==> src/rtl/tx_wave_reader_if.sv <==
// Bus bundle for tx_wave_reader: playback control, BRAM read port and DAC sample stream.
// Pure wiring, adds no latency.
// No backpressure: DAC pacing comes from sample_tick, control from start/busy/done.
interface tx_wave_reader_if #(
   parameter int ADDR_W = 10,
   parameter int DATA_W = 18,
   parameter int LEN_W  = 11
);
   logic              start;
   logic [ADDR_W-1:0] base_addr;
   logic [LEN_W-1:0]  length;
   logic              sample_tick;
   logic              bram_en;
   logic [ADDR_W-1:0] bram_addr;
   logic [DATA_W-1:0] bram_dout;
   logic [DATA_W-1:0] tx_data;
   logic              tx_valid;
   logic              busy;
   logic              done;
   logic              underrun;

   // Reader view: owns the BRAM read port and the DAC-side outputs.
   modport master (
      input  start, base_addr, length, sample_tick, bram_dout,
      output bram_en, bram_addr, tx_data, tx_valid, busy, done, underrun
   );

   // Environment view: controller, tick source, BRAM and DAC.
   modport slave (
      output start, base_addr, length, sample_tick, bram_dout,
      input  bram_en, bram_addr, tx_data, tx_valid, busy, done, underrun
   );
endinterface

==> src/rtl/tx_wave_reader.sv <==
// Streams a stored waveform from the sample BRAM to the DAC, one sample per sample_tick.
// Latency: start -> first sample ready 2 clk; sample_tick -> tx_valid 1 clk.
// No backpressure: a tick arriving before the next sample is fetched is dropped and flags underrun.
module tx_wave_reader #(
   parameter int ADDR_W = 10,
   parameter int DATA_W = 18,
   parameter int LEN_W  = 11
) (
   input  logic             clk,
   input  logic             rst_n,
   tx_wave_reader_if.master bus
);
   typedef enum logic [2:0] {IDLE, PREFETCH, LOAD, READY, DRAIN} state_t;

   state_t            state, state_nxt;
   logic [ADDR_W-1:0] rd_ptr, rd_ptr_nxt;
   logic [LEN_W-1:0]  len, len_nxt;
   logic [LEN_W-1:0]  count, count_nxt, count_inc;
   logic [DATA_W-1:0] hold, hold_nxt;

   logic              bram_en_r, bram_en_nxt;
   logic [ADDR_W-1:0] bram_addr_r, bram_addr_nxt;
   logic [DATA_W-1:0] tx_data_r, tx_data_nxt;
   logic              tx_valid_r, tx_valid_nxt;
   logic              busy_r, busy_nxt;
   logic              done_r, done_nxt;
   logic              underrun_r, underrun_nxt;

   assign count_inc     = count + LEN_W'(1);

   assign bus.bram_en   = bram_en_r;
   assign bus.bram_addr = bram_addr_r;
   assign bus.tx_data   = tx_data_r;
   assign bus.tx_valid  = tx_valid_r;
   assign bus.busy      = busy_r;
   assign bus.done      = done_r;
   assign bus.underrun  = underrun_r;

   // State register; reset mid-playback drops straight back to IDLE.
   always_ff @(posedge clk or negedge rst_n) begin
      if (!rst_n) state <= IDLE;
      else        state <= state_nxt;
   end

   // Next-state and next-output decode; every output is computed here and registered below.
   always_comb begin
      state_nxt     = state;
      rd_ptr_nxt    = rd_ptr;
      len_nxt       = len;
      count_nxt     = count;
      hold_nxt      = hold;
      bram_en_nxt   = 1'b0;
      bram_addr_nxt = bram_addr_r;
      tx_data_nxt   = tx_data_r;
      tx_valid_nxt  = 1'b0;
      done_nxt      = 1'b0;
      underrun_nxt  = underrun_r;
      case (state)
         IDLE: begin
            if (bus.start) begin
               underrun_nxt = 1'b0;
               if (bus.length != '0) begin
                  rd_ptr_nxt    = bus.base_addr;
                  len_nxt       = bus.length;
                  count_nxt     = '0;
                  bram_en_nxt   = 1'b1;
                  bram_addr_nxt = bus.base_addr;
                  state_nxt     = PREFETCH;
               end else begin
                  done_nxt = 1'b1;
               end
            end
         end
         PREFETCH: begin
            if (bus.sample_tick) underrun_nxt = 1'b1;
            state_nxt = LOAD;
         end
         LOAD: begin
            if (bus.sample_tick) underrun_nxt = 1'b1;
            hold_nxt  = bus.bram_dout;
            state_nxt = READY;
         end
         READY: begin
            if (bus.sample_tick) begin
               tx_data_nxt  = hold;
               tx_valid_nxt = 1'b1;
               count_nxt    = count_inc;
               rd_ptr_nxt   = rd_ptr + ADDR_W'(1);
               if (count_inc == len) begin
                  state_nxt = DRAIN;
               end else begin
                  // Fetch of the next sample starts on the same edge the current one is shown.
                  bram_en_nxt   = 1'b1;
                  bram_addr_nxt = rd_ptr + ADDR_W'(1);
                  state_nxt     = PREFETCH;
               end
            end
         end
         DRAIN: begin
            if (bus.sample_tick) begin
               tx_data_nxt = '0;
               done_nxt    = 1'b1;
               state_nxt   = IDLE;
            end
         end
         default: state_nxt = IDLE;
      endcase
      busy_nxt = (state_nxt != IDLE);
   end

   // Datapath and output registers.
   always_ff @(posedge clk or negedge rst_n) begin
      if (!rst_n) begin
         rd_ptr      <= '0;
         len         <= '0;
         count       <= '0;
         hold        <= '0;
         bram_en_r   <= 1'b0;
         bram_addr_r <= '0;
         tx_data_r   <= '0;
         tx_valid_r  <= 1'b0;
         busy_r      <= 1'b0;
         done_r      <= 1'b0;
         underrun_r  <= 1'b0;
      end else begin
         rd_ptr      <= rd_ptr_nxt;
         len         <= len_nxt;
         count       <= count_nxt;
         hold        <= hold_nxt;
         bram_en_r   <= bram_en_nxt;
         bram_addr_r <= bram_addr_nxt;
         tx_data_r   <= tx_data_nxt;
         tx_valid_r  <= tx_valid_nxt;
         busy_r      <= busy_nxt;
         done_r      <= done_nxt;
         underrun_r  <= underrun_nxt;
      end
   end
endmodule
==> src/flat_wrapper.sv <==
// flat-port wrapper written by rule: the top's interface ports become plain ports
module tx_wave_reader_flat 
#(
   parameter int ADDR_W = 10,
   parameter int DATA_W = 18,
   parameter int LEN_W  = 11
)
  (clk, rst_n, bus_start, bus_base_addr, bus_length, bus_sample_tick, bus_bram_dout, bus_bram_en, bus_bram_addr, bus_tx_data, bus_tx_valid, bus_busy, bus_done, bus_underrun);
  tx_wave_reader_if #(.ADDR_W(ADDR_W), .DATA_W(DATA_W), .LEN_W(LEN_W)) bus_i ();
  input  logic clk;
  input  logic rst_n;
  input wire logic [$bits(bus_i.start)-1:0] bus_start;
  input wire logic [$bits(bus_i.base_addr)-1:0] bus_base_addr;
  input wire logic [$bits(bus_i.length)-1:0] bus_length;
  input wire logic [$bits(bus_i.sample_tick)-1:0] bus_sample_tick;
  input wire logic [$bits(bus_i.bram_dout)-1:0] bus_bram_dout;
  output wire logic [$bits(bus_i.bram_en)-1:0] bus_bram_en;
  output wire logic [$bits(bus_i.bram_addr)-1:0] bus_bram_addr;
  output wire logic [$bits(bus_i.tx_data)-1:0] bus_tx_data;
  output wire logic [$bits(bus_i.tx_valid)-1:0] bus_tx_valid;
  output wire logic [$bits(bus_i.busy)-1:0] bus_busy;
  output wire logic [$bits(bus_i.done)-1:0] bus_done;
  output wire logic [$bits(bus_i.underrun)-1:0] bus_underrun;
  assign bus_i.start = bus_start;
  assign bus_i.base_addr = bus_base_addr;
  assign bus_i.length = bus_length;
  assign bus_i.sample_tick = bus_sample_tick;
  assign bus_i.bram_dout = bus_bram_dout;
  assign bus_bram_en = bus_i.bram_en;
  assign bus_bram_addr = bus_i.bram_addr;
  assign bus_tx_data = bus_i.tx_data;
  assign bus_tx_valid = bus_i.tx_valid;
  assign bus_busy = bus_i.busy;
  assign bus_done = bus_i.done;
  assign bus_underrun = bus_i.underrun;
  tx_wave_reader #(.ADDR_W(ADDR_W), .DATA_W(DATA_W), .LEN_W(LEN_W)) u_core (.clk(clk), .rst_n(rst_n), .bus(bus_i));
endmodule
==> config.mk <==
export PLATFORM = sky130hd
export DESIGN_NAME = tx_wave_reader_flat
export DESIGN_NICKNAME = d
export VERILOG_FILES = /design/src/rtl/tx_wave_reader_if.sv /design/src/rtl/tx_wave_reader.sv /design/src/flat_wrapper.sv
export SDC_FILE = /design/constraint.sdc
export NUM_CORES = 1
export LEC_CHECK = 0
export BUFFER_PORTS_ARGS = -buffer_cell sky130_fd_sc_hd__buf_2
export CAP_MARGIN = 20
export CORE_UTILIZATION = 55
export CTS_BUF_LIST = sky130_fd_sc_hd__clkbuf_4
export CTS_CLUSTER_DIAMETER = 150
export DETAILED_ROUTE_END_ITERATION = 10
export PLACE_DENSITY = 0.8
export SLEW_MARGIN = 10
export SYNTH_ARGS = -nofsm -noshare
export SYNTH_HDL_FRONTEND = slang
export SYNTH_SLANG_ARGS = --single-unit
==> constraint.sdc <==
create_clock -name clk -period 2.99 [get_ports clk]
set_clock_uncertainty 0.1 [all_clocks]
set_input_delay 0.4485 -clock clk [delete_from_list [all_inputs] [get_ports clk]]
set_output_delay 0.4485 -clock clk [all_outputs]
set_load 0.02 [all_outputs]
; Yosys cells after proc, flatten, opt, wreduce, memory -nomap -nowiden
; Cells that the tools add are included.
; Widths: inputs -> output; s select.
[classes]
shift = 0
reduce_logical = 12
order_cmp = 0
addsub = 2
multipliers = 0
muxes = 33
div = 0
n_bitwise = 0
n_eq_ne = 11
[ops]
columns = cell, count
row1 = $mux 10, 5
row2 = $pmux 10 s2, 2
row3 = $mux 18, 2
row4 = $pmux 18 s2, 1
row5 = $mux 11, 3
row6 = $pmux 11 s2, 1
row7 = $mux 3, 5
row8 = $pmux 3 s5, 1
row9 = $add 11x1->11 const B, 1
row10 = $eq 11x11->1, 1
row11 = $reduce_bool 11->1, 1
row12 = $add 10x1->10 const B, 1
row13 = $mux 1, 10
row14 = $reduce_and 3->1, 3
row15 = $ne 2x2->1 const B, 4
row16 = $eq 3x2->1 const B, 2
row17 = $pmux 1 s2, 3
row18 = $reduce_bool 2->1, 3
row19 = $reduce_and 5->1, 1
row20 = $ne 2x1->1 const B, 2
row21 = $reduce_and 4->1, 1
row22 = $eq 3x1->1 const B, 1
row23 = $eq 3x3->1 const B, 1
row24 = $logic_not 3->1, 1
row25 = 2 further kinds, 2
[totals]
mem_bits_ro = 0
ff_bits = 86
latchBits = 0
memories = 0
elab_cells = 70
ramBits = 0
in_bits = 43
output_inout_bits = 33

; Longest topological paths before layout
[logic_depth]
word_depth = 6
mapped_depth = 9
depth_no_buf = 7

; Worst setup path after synthesis
; No wires, ideal clock.
[synth_path]
path_type = flip-flop to flip-flop
from = register u_core.count[0]
to = register u_core.bram_addr_r[2] (netlist: u_core.bus.bram_addr[2])
arrival_time_ns = 2.314
n_path_buf = 1
stages_incl_launch_ff = 9
path_slack_ns = 0.451
period_less_slack_ns = 2.539
path_cell_list = dfrtp_1 ha_1 xor2_1 a311oi_1 o2111ai_1 a2111oi_2 a21o_1 buf_6 mux2_4
[synth_via]
elab_chain_len = 4
[synth_rtl]
columns = item, line
row1 = start: declaration, tx_wave_reader.sv:18  ; logic [LEN_W-1:0] count, count_nxt, count_inc;
row2 = start signal: assignment, tx_wave_reader.sv:128  ; count <= count_nxt;
row3 = $add 11x1->11, tx_wave_reader.sv:29  ; assign count_inc = count + LEN_W'(1);
row4 = $eq 11x11->1, tx_wave_reader.sv:89  ; if (count_inc == len) begin
row5 = $ne 2x2->1 (no source line), n/a
row6 = $reduce_and 5->1 (no source line), n/a
row7 = end signal: assignment, tx_wave_reader.sv:131  ; bram_addr_r <= bram_addr_nxt;
row8 = end: declaration, tx_wave_reader.sv:22  ; logic [ADDR_W-1:0] bram_addr_r, bram_addr_nxt;
; Every way passes these cells.
; A chain may end at the register's enable or synchronous reset.

; Worst setup path in the final report
[layout_path]
from = register u_core.count[0]
to = register u_core.bram_addr_r[9] (netlist: u_core.bus.bram_addr[9])
; Same word-level chain as after synthesis.

==> results.py <==
metrics = {
    "run_status": {
        "outcome": "complete, no violations",
    },
    "drt": {
        "drc": 0,
        "drt-initial-drc-count": 150,
        "viasPerCell": 5.73,
        "ant_nets": 0,
        "dr.pass1.iters": 4,
        "drt-total-wl_um": 8520,
        "vias": 3076,
        "routedWlPerCell_um": 15.9,
    },
    "cells_and_area": {
        "drive_gt1_share_pct": 33.8,
        "finalNetCount": 481,
        "antenna_cells": 0,
        "utilization_pct": 67.9,
        "final_cells": 537,
        "layout_commonest_cell": "dfrtp_1",
        "layout_common_cells": "dfrtp_1, buf_2, mux2_2",
        "areaGrowthSynthToFinish_pct": 16.8,
    },
    "floorplan": {
        "ioPinCount": 76,
        "die-area_um2": 7680,
        "initial_utilization_pct": 58.1,
        "core.rowCount": 30,
        "die_h_um": 87.7,
        "die_x_um": 87.7,
        "coreArea_um2": 6940,
    },
    "yosys": {
        "synth.cell_area_um2": 4040,
        "avgSynthCellArea_um2": 11.4,
        "synth_flop_cell": "dfrtp_1",
        "synth_cell_type_count": 53,
        "async_flop_share_pct": 100,
        "synth_edf_count": 0,
        "ys_ff_latch": 86,
        "syn_nets": 399,
        "synth_cells": 354,
        "synth_warnings": 0,
        "seq_area_frac_synth_pct": 53.3,
    },
    "clock_tree": {
        "htreeDepth": 3,
        "cts_tree": "built",
        "cts_root_buf": "clkbuf_4",
        "cts_buffers": 9,
        "clock-sinks": 86,
        "clock_latency_ns": 0.44,
        "clock_path_buffers": 2,
        "postCtsSetupBuffers": 0,
        "path_clk_slew_ns": 0.14,
    },
    "placement": {
        "place.gp.congestion": 0.868,
        "place_ws_ns": 0.224,
        "portBuffers": 75,
        "post-dp-hpwl_um": 5900,
        "dp_cells": 520,
    },
    "timing": {
        "min_period_ns": 2.79,
        "setup_violations": 0,
        "slew_headroom_pct": 49.4,
        "rsz0062_at_grt": "false",
        "final.setup.worst_slack_ns": 0.202,
        "max_freq_mhz": 359,
        "worst_pin_slew_ns": 0.751,
        "final_hold_viol_count": 0,
        "post-route-period-util_pct": 93.3,
        "whs_ns": 0.128,
        "maxSlewViolCount": 0,
        "finalSetupTns_ns": 0,
    },
    "setup_path": {
        "path_cells": "ha_1 > xor2_1 > a311oi_1 > o2111ai_1 > a2111oi_2 > a21o_1 > buf_12 > mux2_1",
        "crit_slowest_cell": "a2111oi_2",
        "critPathKind": "flop to flop",
        "required_ns": 3.24,
        "startpoint_type": "flop",
        "worstPathMaxFanout": 11,
        "critPathCaptureType": "flop",
        "crit_arrival_ns": 3.04,
        "max_stage_delay_ns": 0.55,
    },
    "grt": {
        "track_usage_pct": 24.7,
        "grt_pass1_wl_um": 14500,
        "antenna_found_initial": 0,
        "grt.overflow.total": 0,
        "grt_max_degree": 53,
        "grt_pass1_vias": 3049,
    },
    "job": {
        "maxCapViolCount": 0,
    },
    "min_path": {
        "hold_path_class": "input pin to flop",
    },
    "pwr": {
        "p_per_area_nw_per_um2": 1040,
        "vdd_drop_max_mv": 0.595,
        "p_leak_nw": 2.20,
    },
}
sequential cells by signal, summed over array words and instances, names as in the netlist:
name	count
u_core.bus.bram_en	1
u_core.hold	18
u_core.bus.done	1
u_core.bus.underrun	1
u_core.bus.bram_addr	10
u_core.len	11
u_core.bus.busy	1
u_core.count	11
u_core.state	3
u_core.bus.tx_valid	1
u_core.bus.tx_data	18
u_core.rd_ptr	10
worst max-delay path, delay by kind of cell, from the launching register on:
family / cells / cell delay [ns]
DFF: 1 / 0.46
AOI/OAI and AO/OA: 4 / 1.16
buffers and inverters: 1 / 0.16
xor gates and xnor gates: 1 / 0.16
adders and majority gates: 1 / 0.35
muxes: 1 / 0.32
final cells by class:
type	instances	area (µm²)
multi-input combinational	244	1790
fill	507	2230
inverter	8	30.0
clock buffer	9	67.6
tap	96	120
timing repair buffer	87	483
clock inverter	7	72.6
sequential	86	2150
logic make-up (layout without fill, tap and decap cells):
kind of cell	count (synthesis)	in the layout	synth area share [%]
adder cells (fa/ha/maj)	2	2	0.620
buffers and inverters	24	111	2.51
multiplexers	44	44	12.9
AND/OR/NAND/NOR	99	99	12.7
flip-flops	86	86	53.3
AO/OA/AOI/OAI	79	79	13.7
XOR/XNOR	20	20	4.34
where the power goes:
part	leakage, nW	internal [mW]	switching (mW)
Clock	0.0756	0.257	0.410
Sequential	1.05	1.68	0.392
Combinational	1.08	1.04	1.12
Yosys cell counts (all sizes together), types with 3 or more instances:
library cell / count / share of area [%]
nand2: 32 / 3.0
xnor2: 11 / 2.4
inv: 8 / 0.74
nand2b: 3 / 0.47
dfrtp: 86 / 53
o31ai: 4 / 0.74
o21ai: 31 / 3.8
and3: 4 / 0.62
a21oi: 6 / 0.74
mux2: 42 / 12
clkbuf: 10 / 0.93
a22o: 19 / 4.1
nor3: 6 / 0.74
nor2: 20 / 1.9
nand4: 6 / 1.3
buf: 6 / 0.84
nor2b: 3 / 0.47
nand3: 10 / 1.2
a31oi: 4 / 0.99
xor2: 9 / 2.0
repair_timing:
action	CTS	global route
endpoints found under the setup margin	0	0
hold endpoints to repair	50	0
resized for setup	0	0
hold buffers	1	0
per-stage QoR:
step | total power, mW | cell area (µm²)
2_1_floorplan | 3.59 | 4040
3_3_place_gp | 4.14 | 4560
3_5_place_dp | 4.24 | 4560
4_1_cts | 4.92 | 4710
5_1_grt | 5.23 | 4710
6_report | 4.90 | 4710
final timing paths:
check / endpoint / slack [ns] / cells after the start / from
max in group asynchronous: u_core.bus.tx_data[13] / 1.62 / 3 / rst_n
min in group asynchronous: u_core.bus.bram_addr[3] / 0.46 / 2 / rst_n
min reg2reg: u_core.bus.tx_data[10] / 0.41 / 1 / u_core.bus.tx_data[10]
max: u_core.bus.bram_addr[9] / 0.20 / 8 / u_core.count[0]
max reg2reg: u_core.bus.bram_addr[9] / 0.20 / 8 / u_core.count[0]
min: u_core.hold[1] / 0.13 / 2 / bus_bram_dout[1]
per-layer routing:
layer / GRT usage (%) / routed length (µm)
met4: 9.69 / 178
met5: 0 / 0
met2: 40.1 / 4100
met1: 32.4 / 3770
met3: 5.84 / 469
(Power assumes the default switching activity.)
